$ cat src/rtl/emif_bram_bridge_if.sv
// EMIF1 / BRAM port B signal bundle for the EMIF-to-BRAM bridge.
// master = EMIF controller + BRAM side, slave = bridge.
interface emif_bram_bridge_if;
  logic [8:0]  EMIF_A;
  logic        EMIF_RAS_N;
  logic        EMIF_CAS_N;
  logic        EMIF_WEN_N;
  logic [15:0] EMIF_D_IN;
  logic [15:0] EMIF_D_OUT;
  logic        EMIF_D_OE;
  logic [31:0] BRAM_ADDR;
  logic [31:0] BRAM_DIN;
  logic [31:0] BRAM_DOUT;
  logic        BRAM_EN;
  logic        BRAM_WE;
  logic        PL_IRQ;
  logic        PACK_ERR;
  logic [7:0]  DOORBELL_CNT;

  modport master (
    output EMIF_A, EMIF_RAS_N, EMIF_CAS_N, EMIF_WEN_N, EMIF_D_IN, BRAM_DOUT,
    input  EMIF_D_OUT, EMIF_D_OE, BRAM_ADDR, BRAM_DIN, BRAM_EN, BRAM_WE,
           PL_IRQ, PACK_ERR, DOORBELL_CNT
  );

  modport slave (
    input  EMIF_A, EMIF_RAS_N, EMIF_CAS_N, EMIF_WEN_N, EMIF_D_IN, BRAM_DOUT,
    output EMIF_D_OUT, EMIF_D_OE, BRAM_ADDR, BRAM_DIN, BRAM_EN, BRAM_WE,
           PL_IRQ, PACK_ERR, DOORBELL_CNT
  );
endinterface

$ cat src/rtl/emif_bram_bridge.sv
// EMIF1 SDRAM-style bus to 32-bit BRAM port B bridge: half-word packing,
// fixed-CAS-latency read return, and a doorbell interrupt pulse.
module emif_bram_bridge #(
  parameter int                 ROW_W         = 2,
  parameter int                 CL            = 3,
  parameter logic [ROW_W+7:0]   DOORBELL_ADDR = '1,
  parameter int                 IRQ_PULSE     = 4
) (
  input logic               CLOCK,
  input logic               RESET,
  emif_bram_bridge_if.slave bus
);
  localparam int AW     = ROW_W + 8;
  localparam int STAGES = CL - 1;

  typedef enum logic [1:0] {CMD_NOP, CMD_ACT, CMD_RD, CMD_WR} cmd_e;

  cmd_e            cmd;
  logic [ROW_W-1:0] row;
  logic [AW-1:0]   word_addr;
  logic            hsel;
  logic [15:0]     hold;
  logic [AW-1:0]   hold_addr;
  logic            hold_valid;
  logic            pair_ok;
  logic            pack_err;
  logic            bram_en, bram_we;
  logic [AW-1:0]   bram_word;
  logic [31:0]     bram_din;
  logic [STAGES:0] vld_pipe;
  logic [1:0]      hsel_pipe;
  logic [CL-3:0][15:0] dat_pipe;
  logic [7:0]      irq_cnt;
  logic [7:0]      db_cnt;
  logic            db_hit;

  // Refresh / mode-register (RAS+CAS both low) fall through to NOP.
  always_comb begin
    cmd = CMD_NOP;
    unique case ({bus.EMIF_RAS_N, bus.EMIF_CAS_N})
      2'b01:   cmd = CMD_ACT;
      2'b10:   cmd = bus.EMIF_WEN_N ? CMD_RD : CMD_WR;
      default: cmd = CMD_NOP;
    endcase
  end

  assign word_addr = {row, bus.EMIF_A[8:1]};
  assign hsel      = bus.EMIF_A[0];
  assign pair_ok   = hold_valid && (hold_addr == word_addr);

  always_ff @(posedge CLOCK or posedge RESET) begin
    if (RESET) begin
      row        <= '0;
      hold       <= '0;
      hold_addr  <= '0;
      hold_valid <= 1'b0;
      pack_err   <= 1'b0;
      bram_en    <= 1'b0;
      bram_we    <= 1'b0;
      bram_word  <= '0;
      bram_din   <= '0;
    end else begin
      bram_en <= 1'b0;
      bram_we <= 1'b0;
      unique case (cmd)
        CMD_ACT: row <= bus.EMIF_A[ROW_W-1:0];
        CMD_RD: begin
          bram_en   <= 1'b1;
          bram_word <= word_addr;
        end
        CMD_WR: begin
          if (!hsel) begin
            // Low half parks in the hold register until its high half arrives.
            hold       <= bus.EMIF_D_IN;
            hold_addr  <= word_addr;
            hold_valid <= 1'b1;
            if (hold_valid) pack_err <= 1'b1;
          end else begin
            bram_en   <= 1'b1;
            bram_we   <= 1'b1;
            bram_word <= word_addr;
            if (pair_ok) begin
              bram_din   <= {bus.EMIF_D_IN, hold};
              hold_valid <= 1'b0;
            end else begin
              bram_din <= {bus.EMIF_D_IN, 16'h0000};
              pack_err <= 1'b1;
            end
          end
        end
        default: ;
      endcase
    end
  end

  // vld_pipe[k] is set k edges after the READ edge; the last stage is OE.
  always_ff @(posedge CLOCK or posedge RESET) begin
    if (RESET) begin
      vld_pipe  <= '0;
      hsel_pipe <= '0;
      dat_pipe  <= '0;
    end else begin
      vld_pipe  <= {vld_pipe[STAGES-1:0], cmd == CMD_RD};
      hsel_pipe <= {hsel_pipe[0], hsel};
      dat_pipe[0] <= hsel_pipe[1] ? bus.BRAM_DOUT[31:16] : bus.BRAM_DOUT[15:0];
      for (int k = 1; k <= CL-3; k++) dat_pipe[k] <= dat_pipe[k-1];
    end
  end

  // Doorbell fires when the write actually reaches BRAM, one edge after decode.
  assign db_hit = bram_en && bram_we && (bram_word == DOORBELL_ADDR);

  always_ff @(posedge CLOCK or posedge RESET) begin
    if (RESET) begin
      irq_cnt <= '0;
      db_cnt  <= '0;
    end else begin
      if (db_hit) begin
        irq_cnt <= 8'(IRQ_PULSE);
        db_cnt  <= db_cnt + 8'd1;
      end else if (irq_cnt != 8'd0) begin
        irq_cnt <= irq_cnt - 8'd1;
      end
    end
  end

  assign bus.EMIF_D_OUT   = dat_pipe[CL-3];
  assign bus.EMIF_D_OE    = vld_pipe[STAGES];
  assign bus.BRAM_ADDR    = {{(30-AW){1'b0}}, bram_word, 2'b00};
  assign bus.BRAM_DIN     = bram_din;
  assign bus.BRAM_EN      = bram_en;
  assign bus.BRAM_WE      = bram_we;
  assign bus.PL_IRQ       = (irq_cnt != 8'd0);
  assign bus.PACK_ERR     = pack_err;
  assign bus.DOORBELL_CNT = db_cnt;
endmodule

$ cat src/flat_wrapper.sv
// flat-port wrapper written by rule: the top's interface ports become plain ports
module emif_bram_bridge_flat 
#(
  parameter int                 ROW_W         = 2,
  parameter int                 CL            = 3,
  parameter logic [ROW_W+7:0]   DOORBELL_ADDR = '1,
  parameter int                 IRQ_PULSE     = 4
)
  (CLOCK, RESET, bus_EMIF_A, bus_EMIF_RAS_N, bus_EMIF_CAS_N, bus_EMIF_WEN_N, bus_EMIF_D_IN, bus_BRAM_DOUT, bus_EMIF_D_OUT, bus_EMIF_D_OE, bus_BRAM_ADDR, bus_BRAM_DIN, bus_BRAM_EN, bus_BRAM_WE, bus_PL_IRQ, bus_PACK_ERR, bus_DOORBELL_CNT);
  emif_bram_bridge_if bus_i ();
  input logic CLOCK;
  input logic RESET;
  input wire logic [$bits(bus_i.EMIF_A)-1:0] bus_EMIF_A;
  input wire logic [$bits(bus_i.EMIF_RAS_N)-1:0] bus_EMIF_RAS_N;
  input wire logic [$bits(bus_i.EMIF_CAS_N)-1:0] bus_EMIF_CAS_N;
  input wire logic [$bits(bus_i.EMIF_WEN_N)-1:0] bus_EMIF_WEN_N;
  input wire logic [$bits(bus_i.EMIF_D_IN)-1:0] bus_EMIF_D_IN;
  input wire logic [$bits(bus_i.BRAM_DOUT)-1:0] bus_BRAM_DOUT;
  output wire logic [$bits(bus_i.EMIF_D_OUT)-1:0] bus_EMIF_D_OUT;
  output wire logic [$bits(bus_i.EMIF_D_OE)-1:0] bus_EMIF_D_OE;
  output wire logic [$bits(bus_i.BRAM_ADDR)-1:0] bus_BRAM_ADDR;
  output wire logic [$bits(bus_i.BRAM_DIN)-1:0] bus_BRAM_DIN;
  output wire logic [$bits(bus_i.BRAM_EN)-1:0] bus_BRAM_EN;
  output wire logic [$bits(bus_i.BRAM_WE)-1:0] bus_BRAM_WE;
  output wire logic [$bits(bus_i.PL_IRQ)-1:0] bus_PL_IRQ;
  output wire logic [$bits(bus_i.PACK_ERR)-1:0] bus_PACK_ERR;
  output wire logic [$bits(bus_i.DOORBELL_CNT)-1:0] bus_DOORBELL_CNT;
  assign bus_i.EMIF_A = bus_EMIF_A;
  assign bus_i.EMIF_RAS_N = bus_EMIF_RAS_N;
  assign bus_i.EMIF_CAS_N = bus_EMIF_CAS_N;
  assign bus_i.EMIF_WEN_N = bus_EMIF_WEN_N;
  assign bus_i.EMIF_D_IN = bus_EMIF_D_IN;
  assign bus_i.BRAM_DOUT = bus_BRAM_DOUT;
  assign bus_EMIF_D_OUT = bus_i.EMIF_D_OUT;
  assign bus_EMIF_D_OE = bus_i.EMIF_D_OE;
  assign bus_BRAM_ADDR = bus_i.BRAM_ADDR;
  assign bus_BRAM_DIN = bus_i.BRAM_DIN;
  assign bus_BRAM_EN = bus_i.BRAM_EN;
  assign bus_BRAM_WE = bus_i.BRAM_WE;
  assign bus_PL_IRQ = bus_i.PL_IRQ;
  assign bus_PACK_ERR = bus_i.PACK_ERR;
  assign bus_DOORBELL_CNT = bus_i.DOORBELL_CNT;
  emif_bram_bridge #(.ROW_W(ROW_W), .CL(CL), .DOORBELL_ADDR(DOORBELL_ADDR), .IRQ_PULSE(IRQ_PULSE)) u_core (.CLOCK(CLOCK), .RESET(RESET), .bus(bus_i));
endmodule
$ cat config.mk
export PLATFORM = sky130hd
export DESIGN_NAME = emif_bram_bridge_flat
export DESIGN_NICKNAME = d
export VERILOG_FILES = /design/src/rtl/emif_bram_bridge_if.sv /design/src/rtl/emif_bram_bridge.sv /design/src/flat_wrapper.sv
export SDC_FILE = /design/constraint.sdc
export NUM_CORES = 1
export LEC_CHECK = 0
export CORE_UTILIZATION = 46
export CTS_BUF_LIST = sky130_fd_sc_hd__clkbuf_16
export CTS_CLUSTER_SIZE = 40
export DETAILED_ROUTE_END_ITERATION = 12
export PLACE_DENSITY = 0.86
export SLEW_MARGIN = 20
export SYNTH_ARGS = -nofsm -noshare
export SYNTH_HDL_FRONTEND = slang
export SYNTH_SLANG_ARGS = --single-unit
$ cat constraint.sdc
create_clock -name CLOCK -period 4.9 [get_ports CLOCK]
set_input_delay 0.735 -clock CLOCK [delete_from_list [all_inputs] [get_ports CLOCK]]
set_output_delay 0.735 -clock CLOCK [all_outputs]
set_load 0.02 [all_outputs]
Word-level counts from Yosys, hierarchy flattened

Index checks and enable logic that the tools add are counted.

Register bits: 111
Input port bits: 62
Output and inout port bits: 93

$add $sub $neg: 2
Equality and inequality tests: 10
Muxes and demuxes: 16
Bitwise operators: 1
Reductions and logical operators: 12

Operators by type and width:

| cell                 | number |
|---|---|
| $mux 16              | 2 |
| $pmux 10 s2          | 1 |
| $mux 8               | 2 |
| $eq 10x10->1         | 1 |
| $eq 10x10->1 const B | 1 |
| $mux 10              | 1 |
| $add 8x1->8 const B  | 1 |
| $mux 1               | 8 |
| $reduce_and 2->1     | 4 |
| $reduce_bool 8->1    | 1 |
| $sub 8x1->8 const B  | 1 |
| $eq 2x2->1 const B   | 3 |
| $reduce_bool 2->1    | 3 |
| $eq 2x1->1 const B   | 2 |
| $ne 2x2->1 const B   | 2 |
| $pmux 2 s2           | 1 |
| $logic_and 1x1->1    | 3 |
| $reduce_and 3->1     | 1 |
| $ne 2x1->1 const B   | 1 |
| $pmux 1 s2           | 1 |
| $not 1->1            | 1 |

Longest topological paths before layout

Depth in word-level cells: 5
Mapped depth: 8
Gate-level depth less buffers: 7

Worst setup path before layout

OpenSTA, ideal clock, no wires.

Path type: input-to-reg
From: input port bus_EMIF_CAS_N
To: register u_core.hold[10]
Setup time: 0.125 ns
Arrival: 2.068 ns
Slack: 2.707 ns
Cell stages on the path: 7
Buffers on the path: 1
Path through: inv_1 -> ha_1 -> nor2b_1 -> nand2_1 -> nor2_4 -> buf_2 -> mux2_2

Cells in the longest elaborated chain, start to end: 4
Elaborated cells on any way between the ends: 5
Classes of those cells: 3 x eq/ne; 1 x mux; 1 x reduce/logical

Ends and longest elaborated chain:

| element                                         | line                   | RTL |
|---|---|---|
| start: declaration                              | flat_wrapper.sv:15     | `input wire logic [$bits(bus_i.EMIF_CAS_N)-1:0] bus_EMIF_CAS_N;` |
| $eq 2x2->1 / $eq 2x1->1 (equally long branches) | emif_bram_bridge.sv:40 | `unique case ({bus.EMIF_RAS_N, bus.EMIF_CAS_N})` |
| $pmux 2 s2 (*)                                  | emif_bram_bridge.sv:40 |  |
| $eq 2x2->1 (*)                                  | emif_bram_bridge.sv:65 | `unique case (cmd)` |
| $reduce_and 2->1 (no source line) (*)           | -                      |  |
| end signal: assignment                          | emif_bram_bridge.sv:74 | `hold <= bus.EMIF_D_IN;` |
| end: declaration                                | emif_bram_bridge.sv:22 | `logic [15:0] hold;` |

Mark *: on every way between the ends. The rest lies on a longest branch, timed or not.
A chain may end at the register's enable or synchronous reset.

Worst setup path in the final report

From: input port bus_EMIF_CAS_N
To: register u_core.bram_word[9]

Cells in the longest elaborated chain, start to end: 5
Elaborated cells on any way between the ends: 9
Classes of those cells: 5 x eq/ne; 2 x mux; 2 x reduce/logical

Ends and longest elaborated chain:

| element                                                                 | line                   | RTL |
|---|---|---|
| $eq 2x2->1 / $eq 2x1->1 (equally long branches)                         | emif_bram_bridge.sv:40 |  |
| $pmux 2 s2 (*)                                                          | emif_bram_bridge.sv:40 |  |
| $eq 2x2->1                                                              | emif_bram_bridge.sv:65 |  |
| $ne 2x2->1 (no source line) / $reduce_bool 2->1 (equally long branches) | -                      |  |
| $reduce_and 2->1 (no source line)                                       | -                      |  |
| end signal: assignment                                                  | emif_bram_bridge.sv:69 | `bram_word <= word_addr;` |
| end signal: assignment                                                  | emif_bram_bridge.sv:81 | `bram_word <= word_addr;` |
| end: declaration                                                        | emif_bram_bridge.sv:28 | `logic [AW-1:0] bram_word;` |

Marked as above.

==> results.py <==
metrics = {
    "outcome": {
        "status": "finished clean",
    },
    "clock_network": {
        "htree_num_levels": 3,
        "cts-buffers-inserted": 9,
        "clkTransAtPathRegs_ns": 0.07,
        "ctsLongestPathBuffers": 2,
        "cts.repair.resized": 0,
        "numClockSinks": 111,
        "cts.hold.buffers_added": 0,
        "post-cts-setup-buffers": 0,
        "cts_tree": "yes",
        "insertion_delay_ns": 0.34,
        "clockRootBuffer": "clkbuf_16",
    },
    "detailed_routing": {
        "wl_um": 9670,
        "drt-vias-per-instance": 4.93,
        "vias": 3157,
        "number_of_iterations_in_the_first_detailed_routing_pass": 4,
        "route.detailed.drc": 0,
        "routedWlPerCell_um": 15.1,
        "ant_nets": 0,
        "initialDrtViolationCount": 71,
    },
    "timing": {
        "slew-limit-headroom_pct": 26.1,
        "hold_viol": 0,
        "clock_skew_ns": 0.00919,
        "setup_ws_ns": 1.52,
        "fmax_ghz": 0.296,
        "grt_setup_unrepaired": "false",
        "final.period_utilization_pct": 68.9,
        "slew_violations": 0,
        "hold_slack_ns": 0.353,
        "finalSetupViolCount": 0,
        "worst_slew_pin_slew_ns": 1.10,
        "finalSetupTns_ns": 0,
        "layout_min_cycle_time_ns": 3.38,
    },
    "critical_path": {
        "cpPeakStageDelay_ns": 0.78,
        "path_max_fanout": 34,
        "setup.worst_path.end_class": "register",
        "cp.buffers_inverters": 4,
        "critical-path-slowest-cell": "nor2_1",
        "startpoint_type": "input pin",
        "cp_data_required_time_ns": 5.12,
        "worstSetupPathType": "input pin to register",
        "worstPathCellList": "clkdlybuf4s50_1, inv_1, ha_1, nor2b_1, nand3_1, buf_4, inv_2, nor2_1, mux2_2",
        "critPathArrivalTime_ns": 3.60,
        "worst_path_dominant_cell_family": "buffers and inverters",
    },
    "global_routing": {
        "number_of_antenna_violations_at_the_first_check_in_global_routing": 0,
        "overflow": 0,
        "grt_pass1_wl_um": 15000,
        "grt_max_degree": 76,
        "grt_pass1_vias": 3129,
        "groute.usage.overall_pct": 18.5,
    },
    "flow_run": {
        "timing.max_cap.violations": 0,
    },
    "final_layout": {
        "areaGrowthSynthToFinish_pct": 35.7,
        "utilization_pct": 64.8,
        "final-instance-count-excl-fill": 640,
        "drive_above_1_share_pct": 18.7,
        "antenna_cells": 0,
        "design.final.nets": 570,
        "layout.cell_area.non_filler_um2": 6370,
    },
    "logic_synthesis": {
        "synth.top_cells.by_area": "dfrtp_1 (59%), mux2_2 (13%), nand2_1 (4.1%)",
        "netlist_instances": 371,
        "synth_commonest_cells": "dfrtp_1 (111), mux2_2 (53), nand2_1 (51)",
        "post_synth.cell_area_avg_um2": 12.6,
        "library_cell_occupying_the_most_area_in_the_post_synthesis_netlist": "dfrtp_1",
        "synth_enable_flop_cells": 0,
        "ys_warn_count": 0,
        "yosysMostFrequentCell": "dfrtp_1",
        "synth_async_sr_flop_share_pct": 100,
        "syn-cell-area_um2": 4690,
        "synth.top_cell.area_share_pct": 59.2,
        "synth.yosys.seq_area_share_pct": 59.2,
        "postSynthRegisterBits": 111,
        "yosysUniqueCellTypes": 42,
        "ys_dominant_reg_cell": "dfrtp_1",
    },
    "floorplanning": {
        "pin_count": 155,
        "die_h_um": 103,
        "start_util_pct": 47.8,
        "core_box_area_um2": 9820,
        "floorplan.rows": 36,
        "chipWidth_um": 103,
        "dieArea_um2": 10600,
    },
    "place": {
        "numPlacedInstances": 624,
        "gp_routability_congestion": 0.735,
        "dpl.hpwl_um": 6840,
        "dpl_worst_slack_ns": 1.15,
        "post_dp_cell_area_um2": 6050,
        "numPortBuffers": 132,
    },
    "min_path": {
        "worstHoldPathType": "register to register",
    },
    "power": {
        "power.ir.vdd_worst_uv": 281,
        "cellLeakagePower_nw": 2.84,
        "p_per_area_nw_per_um2": 408,
        "finalPower_mw": 2.60,
    },
}
==> path summary, 6_finish.rpt <==
kind / slack (ns) / cells after the start / start / to
setup / recovery: 1.52 / 9 / bus_EMIF_CAS_N / u_core.bram_word[9]
max in group asynchronous: 2.93 / 3 / RESET / u_core.bus.EMIF_D_OUT[15]
hold reg to reg: 0.35 / 0 / u_core.vld_pipe[0] / u_core.vld_pipe[1]
hold / removal: 0.35 / 0 / u_core.vld_pipe[0] / u_core.vld_pipe[1]
min in group asynchronous: 0.95 / 2 / RESET / u_core.irq_cnt[0]
setup reg to reg: 2.96 / 3 / u_core.bram_word[5] / u_core.bus.DOORBELL_CNT[1]
==> worst reg2reg max path, stage by stage, from the launching register on <==
cell     delay (ns)
dfrtp_1        0.39
nand4_1        0.12
nor3_2         0.90
mux2_2         0.42
==> state kept, by name, indices dropped and copies added (netlist names) <==
| register | cells |
|---|---|
| u_core.bram_word | 10 |
| u_core.bus.BRAM_DIN | 32 |
| u_core.bus.BRAM_EN | 1 |
| u_core.bus.BRAM_WE | 1 |
| u_core.bus.DOORBELL_CNT | 8 |
| u_core.bus.EMIF_D_OUT | 16 |
| u_core.bus.PACK_ERR | 1 |
| u_core.hold | 16 |
| u_core.hold_addr | 10 |
| u_core.hold_valid | 1 |
| u_core.hsel_pipe | 2 |
| u_core.irq_cnt | 8 |
| u_core.row | 2 |
| u_core.vld_pipe | 3 |
==> cell families (layout without fill, tap and decap cells) <==
kind of cell               count (synthesis)  count (layout)  synth area share [%]
DFF                                      111             111                  59.2
and+or+nand+nor                          103             103                  11.3
muxes                                     56              56                  13.4
buffers and inverters                     45             160                  5.65
AOI/OAI and AO/OA                         29              29                  4.80
xor gates and xnor gates                  20              20                  3.89
adders and majority gates                  6               6                  1.60
other                                      1              22                0.0799
==> area by class of cell <==
class | count | area [um^2]
clock buffer | 9 | 225
clock inverter | 7 | 93.8
fill | 792 | 3450
inverter | 10 | 40.0
multi-input combinational | 236 | 1730
sequential | 111 | 2780
tap | 133 | 166
timing repair buffer | 134 | 1340
==> metal layers <==
| metal | share of wire (%) | GRT usage, % |
|---|---|---|
| met1 | 44 | 24.1 |
| met2 | 48 | 30.6 |
| met3 | 6.0 | 4.34 |
| met4 | 1.2 | 6.28 |
| met5 | 0 | 0 |
==> layout by cell type, fill, tap and decap left out, drive strengths merged, types with 4 or more instances in the layout <==
cell / count
clkbuf: 9
dfrtp: 111
a21oi: 4
inv: 12
a31o: 16
and2: 16
mux2: 55
nand2: 51
conb: 22
ha: 6
xnor2: 19
nand4: 10
clkdlybuf4s50: 132
nor2: 9
==> where the power goes <==
group	switching, mW	leakage, nW	internal, mW
logic	0.293	1.30	0.326
clock network	0.326	0.155	0.449
registers	0.120	1.39	1.08
Power figures use the tool's default switching activity.
==> RTL edit 1 (same flow settings) <==
`CL` is set to 3 in 2 places; all go to 5.
--- a/src/rtl/emif_bram_bridge.sv
+++ b/src/rtl/emif_bram_bridge.sv
@@ -4,3 +4,3 @@
   parameter int                 ROW_W         = 2,
-  parameter int                 CL            = 3,
+  parameter int                 CL            = 5,
   parameter logic [ROW_W+7:0]   DOORBELL_ADDR = '1,
--- a/src/flat_wrapper.sv
+++ b/src/flat_wrapper.sv
@@ -4,3 +4,3 @@
   parameter int                 ROW_W         = 2,
-  parameter int                 CL            = 3,
+  parameter int                 CL            = 5,
   parameter logic [ROW_W+7:0]   DOORBELL_ADDR = '1,
Check against the original RTL: not equivalent (a bounded check fails within 4 cycles, from zero or initial values and one cycle with RESET high).
==> RTL edit 1 against the original RTL <==
Sequential cell count increased by 34. Worst setup slack improved by 0.33 ns. Wire length increased by 15%. Count of clock-buffer cells in the layout increased by 8. Cell area increased by 18%. Total power increased by 27%. Sequential power increased by 27%. Via count increased by 11%. Synthesized area increased by 22%. Critical endpoint is now bus_PL_IRQ. Largest power group unchanged.
==> RTL edit 1: results (changes against the original RTL) <==
| Metric | Value |
|---|---|
| Clock root cell | `clkbuf_16` |
| Vias post-DR | `3495 (+11%)` |
| Ant diodes | `0 (unchanged)` |
| Drt pass-1 iters | `4 (unchanged)` |
| DP Worst Slack | `1.54 ns (+0.392 ns)` |
| Routability Congestion | `0.807 (+9.8%)` |
| LEAKAGE | `3.31 nW (+16%)` |
| YS warnings | `0 (unchanged)` |
| Mean area per synthesized cell | `12.9 um2 (+1.8%)` |
| GR Util met2 | `33.6% (+3.0 points)` |
| GR Util met1 | `21.4% (-2.7 points)` |
| Status | `finished, final reports clean` |
| Layout Skew | `0.00918 ns (-0.0000131 ns)` |
| Worst Path Arrival | `2.31 ns (-1.29 ns)` |
| Setup bufs post-CTS | `0 (unchanged)` |
| Synth unique cells | `38 (-9.5%)` |
| Reg-to-reg endpoint | `u_core.bus.BRAM_DIN[13]$_DFFE_PP0P_` |
| CTS Buffer Depth | `2 (unchanged)` |
| Hold Path Stages | `0 (unchanged)` |
| Reg clk slew, reported paths | `0.06 ns` |
| Port-buffer cells | `132 (unchanged)` |
| HPWL Detailed | `7.66 mm (+12%)` |
| Hold WS | `0.337 ns (-0.0165 ns)` |
| Total Nets Final | `633 (+11%)` |
| First-pass GRT wire length | `18.4 mm (+22%)` |
| Slew @ Worst Pin | `0.906 ns (-0.195 ns)` |
| # placed instances | `714 (+14%)` |
| Worst Hold End | `u_core.dat_pipe[25]$_DFF_PP0_` |
| Initial antenna violation count | `0 (unchanged)` |
| Register area share after synthesis | `63.6% (+4.4 points)` |
| Dpl cell area | `6970 um2 (+15%)` |
| DR WL/cell | `14.9 um (-1.4%)` |
| Reg2Reg Launch Point | `u_core.row[0]$_DFFE_PP0N_` |
| HP Class | `reg -> reg` |
| Top cell types by occurrence after synthesis | `dfrtp_1, nand2_1, mux2_2, buf_4, xnor2_1` |
| Post-synthesis adder-cell area fraction | `1.32% (-0.28 points)` |
| Crit-path max FO | `6 (-82%)` |
| Hold Crit Start | `u_core.dat_pipe[9]$_DFF_PP0_` |
| Top_reg_cell synth | `dfrtp_1` |
| GRT Total Usage | `19.0% (+0.48 points)` |
| Residual DRC | `0 (unchanged)` |
| Synth Area in XOR/XNOR | `3.07% (-0.82 points)` |
| Initial DRC Count | `181 (+150%)` |
| Layout cell share with drive strength beyond 1 | `17.1% (-1.6 points)` |
| Synth top area cells | `dfrtp_1, mux2_2, nand2_1` |
| R2R cell count | `4 (+1)` |
| Largest net degree at the start of global routing | `118 (+55%)` |
| R2R Setup Slk | `2.99 ns (+0.03 ns)` |
| Number of global-route vias before repair | `3690 (+18%)` |
| Fraction of registers with async set/reset | `100% (unchanged)` |
| Synth Area in Compound Gates | `3.29% (-1.5 points)` |
| Non-Filler Instances | `746 (+17%)` |
| Post-synthesis mux area share | `11.4% (-2.0 points)` |
| Clk_lat worst skew | `0.41 ns (+0.07 ns)` |
| Met3 Use GR | `5.57% (+1.2 points)` |
| Htree depth | `4 (+1)` |
| Critical Path Start | `u_core.irq_cnt[0]$_DFFE_PP0P_` |
| CTS buffer count | `17 (+8)` |
| VDD IR max | `242 uV (-14%)` |
## RTL edit 1: cell families (layout without fill, tap and decap cells)
logic type      count (synthesis)  after routing
other cells                     1             22
compound gates                 26             26
simple gates                  126            126
mux                            58             58
fa+ha+maj                       6              6
xor+xnor                       20             20
flops                         145            145
buf+inv                        61            175
## RTL edit 1: where the power goes
part           internal, mW  switching [mW]  total [mW]
Combinational         0.328           0.311       0.639
Sequential             1.39           0.133        1.52
Clock                 0.683           0.465        1.15
Total                  2.40           0.909        3.31
## RTL edit 1: routing by layer
layer | vias up | wire length, um | share of wire (%)
met2 | 88 | 5940 | 53
met1 | 1730 | 4640 | 42
li1 | 1660 | - | -
met5 | - | 0 | 0
met4 | 0 | 209 | 1.9
met3 | 17 | 326 | 2.9
## RTL edit 1: how the worst max path moves through the flow
stage | to | slack, ns | cells after the start
2_1_floorplan | u_core.bram_word[0]$_DFFE_PP0P_ | 0.27 | 1
3_3_place_gp | u_core.bram_word[8]$_DFFE_PP0P_ | 1.67 | 8
3_5_place_dp | u_core.bram_word[0]$_DFFE_PP0P_ | 1.54 | 8
4_1_cts | bus_PL_IRQ | 1.81 | 5
5_1_grt | bus_PL_IRQ | 1.67 | 5
6_report | bus_PL_IRQ | 1.85 | 5
## RTL edit 1: area by class of cell
type / count / area, um2
inverters: 8 / 37.5
well taps: 168 / 210
multi-input cells: 258 / 1760
clock inverters: 15 / 104
flip-flops and latches: 145 / 3630
fillers: 914 / 4550
clock buffers: 17 / 425
repair buffers: 135 / 1340
## RTL edit 1: critical path, cell delays in order (launching register included)
cell and delay, ns:
dfrtp_1 0.41, inv_1 0.10, ha_1 0.18, nor2b_1 0.38, nand3b_1 0.23, clkdlybuf4s50_1 0.60
==> RTL edit 2 (same flow settings) <==
Without the edit above. Make the reset (`RESET`) synchronous in 3 clocked blocks.
--- a/src/rtl/emif_bram_bridge.sv
+++ b/src/rtl/emif_bram_bridge.sv
@@ -50,3 +50,3 @@
 
-  always_ff @(posedge CLOCK or posedge RESET) begin
+  always_ff @(posedge CLOCK) begin
     if (RESET) begin
@@ -96,3 +96,3 @@
   // vld_pipe[k] is set k edges after the READ edge; the last stage is OE.
-  always_ff @(posedge CLOCK or posedge RESET) begin
+  always_ff @(posedge CLOCK) begin
     if (RESET) begin
@@ -112,3 +112,3 @@
 
-  always_ff @(posedge CLOCK or posedge RESET) begin
+  always_ff @(posedge CLOCK) begin
     if (RESET) begin
Function: differs if RESET is asserted again (counterexample within 4 cycles, from zero or initial values and one cycle with RESET high); with RESET held inactive, the same outputs for 4 cycles.
==> RTL edit 2 against the original RTL <==
Cell area fell by 5.3%. Wire length rose by 2.9%. Register-to-register slack got worse by 0.16 ns. Core utilization rose by 0.074 points. Sequential cell count did not move. Die area fell by 5.1%. Worst setup slack improved by 0.60 ns. Cell count rose by 11%. Largest power group unchanged. Synthesized area fell by 5.2%. Total power fell by 20%. Critical path depth fell by 3. Highest routed layer unchanged. Sequential share of layout area fell by 6.8 points. Count of clock-buffer cells in the layout did not move.
==> RTL edit 2: results (changes against the original RTL) <==
| Metric | Value |
|---|---|
| Synth unique cells | `38 (-9.5%)` |
| # placed instances | `692 (+11%)` |
| Crit-path max FO | `17 (-50%)` |
| GR Util met2 | `36.8% (+6.2 points)` |
| HP Class | `reg -> reg` |
| Worst Path Arrival | `3.02 ns (-0.58 ns)` |
| GRT Total Usage | `20.3% (+1.8 points)` |
| Largest net degree at the start of global routing | `93 (+22%)` |
| Register area share after synthesis | `50.0% (-9.2 points)` |
| Synth top area cells | `dfxtp_1, mux2i_1, nor2_1` |
| Total Nets Final | `642 (+13%)` |
| Dpl cell area | `5740 um2 (-5.0%)` |
| Cell count after synthesis | `454 (+22%)` |
| R2R Setup Slk | `2.80 ns (-0.16 ns)` |
| Worst Hold End | `u_core.vld_pipe[1]$_SDFF_PP0_` |
| Reg-to-reg endpoint | `u_core.bus.PACK_ERR$_SDFFE_PP0P_` |
| DP Worst Slack | `1.73 ns (+0.578 ns)` |
| Initial DRC Count | `140 (+97%)` |
| Hold Path Stages | `1 (+1)` |
| Met3 Use GR | `4.94% (+0.61 points)` |
| VDD IR max | `211 uV (-25%)` |
| Post-route clock period utilization | `56.6% (-12 points)` |
| Status | `finished, final reports clean` |
| Hold WS | `0.433 ns (+0.0796 ns)` |
| R2R cell count | `4 (+1)` |
| Routability Congestion | `0.773 (+5.1%)` |
| Reg2Reg Launch Point | `u_core.row[0]$_SDFFE_PP0N_` |
| GR Util met1 | `23.1% (-0.98 points)` |
| Non-Filler Instances | `708 (+11%)` |
| Layout Skew | `0.00690 ns (-0.00229 ns)` |
| LEAKAGE | `2.39 nW (-16%)` |
| First-pass GRT wire length | `16.0 mm (+6.7%)` |
| Fraction of registers with async set/reset | `0% (-100 points)` |
| Vias per cell | `4.87 (-1.3%)` |
| Worst setup path end | `u_core.bus.BRAM_DIN[1]$_SDFFE_PP0P_` |
| Number of global-route vias before repair | `3371 (+7.7%)` |
| Hold Crit Start | `u_core.vld_pipe[0]$_SDFF_PP0_` |
| Slew @ Worst Pin | `0.963 ns (-0.139 ns)` |
| HPWL Detailed | `7.01 mm (+2.5%)` |
| DR WL/cell | `14.1 um (-7.0%)` |
## RTL edit 2: changes by cell type in the layout (fill, tap and decap cells not counted), sizes merged, moves of 6 or more
cell / before / now
mux2: 55 / 3
nor4: 0 / 7
mux2i: 1 / 71
a31o: 16 / 1
nor2b: 1 / 7
and2: 16 / 0
dfxtp: 0 / 111
o21ai: 2 / 16
xor2: 1 / 10
dfrtp: 111 / 0
xnor2: 19 / 9
nand3: 3 / 20
nor2: 9 / 89
nand2: 51 / 18
## RTL edit 2: kinds of logic (layout without fill, tap and decap cells)
family | count (synthesis) | in the layout | share of synthesized area, %
other cells | 1 | 22 | 0.0844
flops | 111 | 111 | 50.0
buf+inv | 57 | 161 | 7.60
xor+xnor | 19 | 19 | 3.74
mux | 74 | 74 | 16.7
compound gates | 26 | 26 | 3.69
fa+ha+maj | 6 | 6 | 1.69
simple gates | 160 | 160 | 16.5
## RTL edit 2: worst max-delay path, cell delays in order
cell and delay [ns]:
clkdlybuf4s50_1 0.50, inv_1 0.06, ha_1 0.43, nor4b_4 0.91
nand3_1 0.16, o21ai_0 0.22
## RTL edit 2: final cells by class
cell class,instances,area (um2)
fill,757,3260
sequential,111,2220
multi-input combinational,307,1980
timing repair buffer,135,1340
clock buffer,9,225
tap,129,161
clock inverter,7,56.3
inverter,10,37.5
## RTL edit 2: report_power, final
group	internal, mW	leakage, nW	switching, mW
Combinational	0.185	1.36	0.200
Clock	0.352	0.132	0.344
Sequential	0.954	0.903	0.0444
Total	1.49	2.39	0.589
## RTL edit 2: per-layer routing
| metal | share of wire [%] | vias to the layer above |
|---|---|---|
| li1 | - | 1710 |
| met1 | 41 | 1622 |
| met2 | 51 | 102 |
| met3 | 5.5 | 14 |
| met4 | 1.7 | 0 |
| met5 | 0 | - |
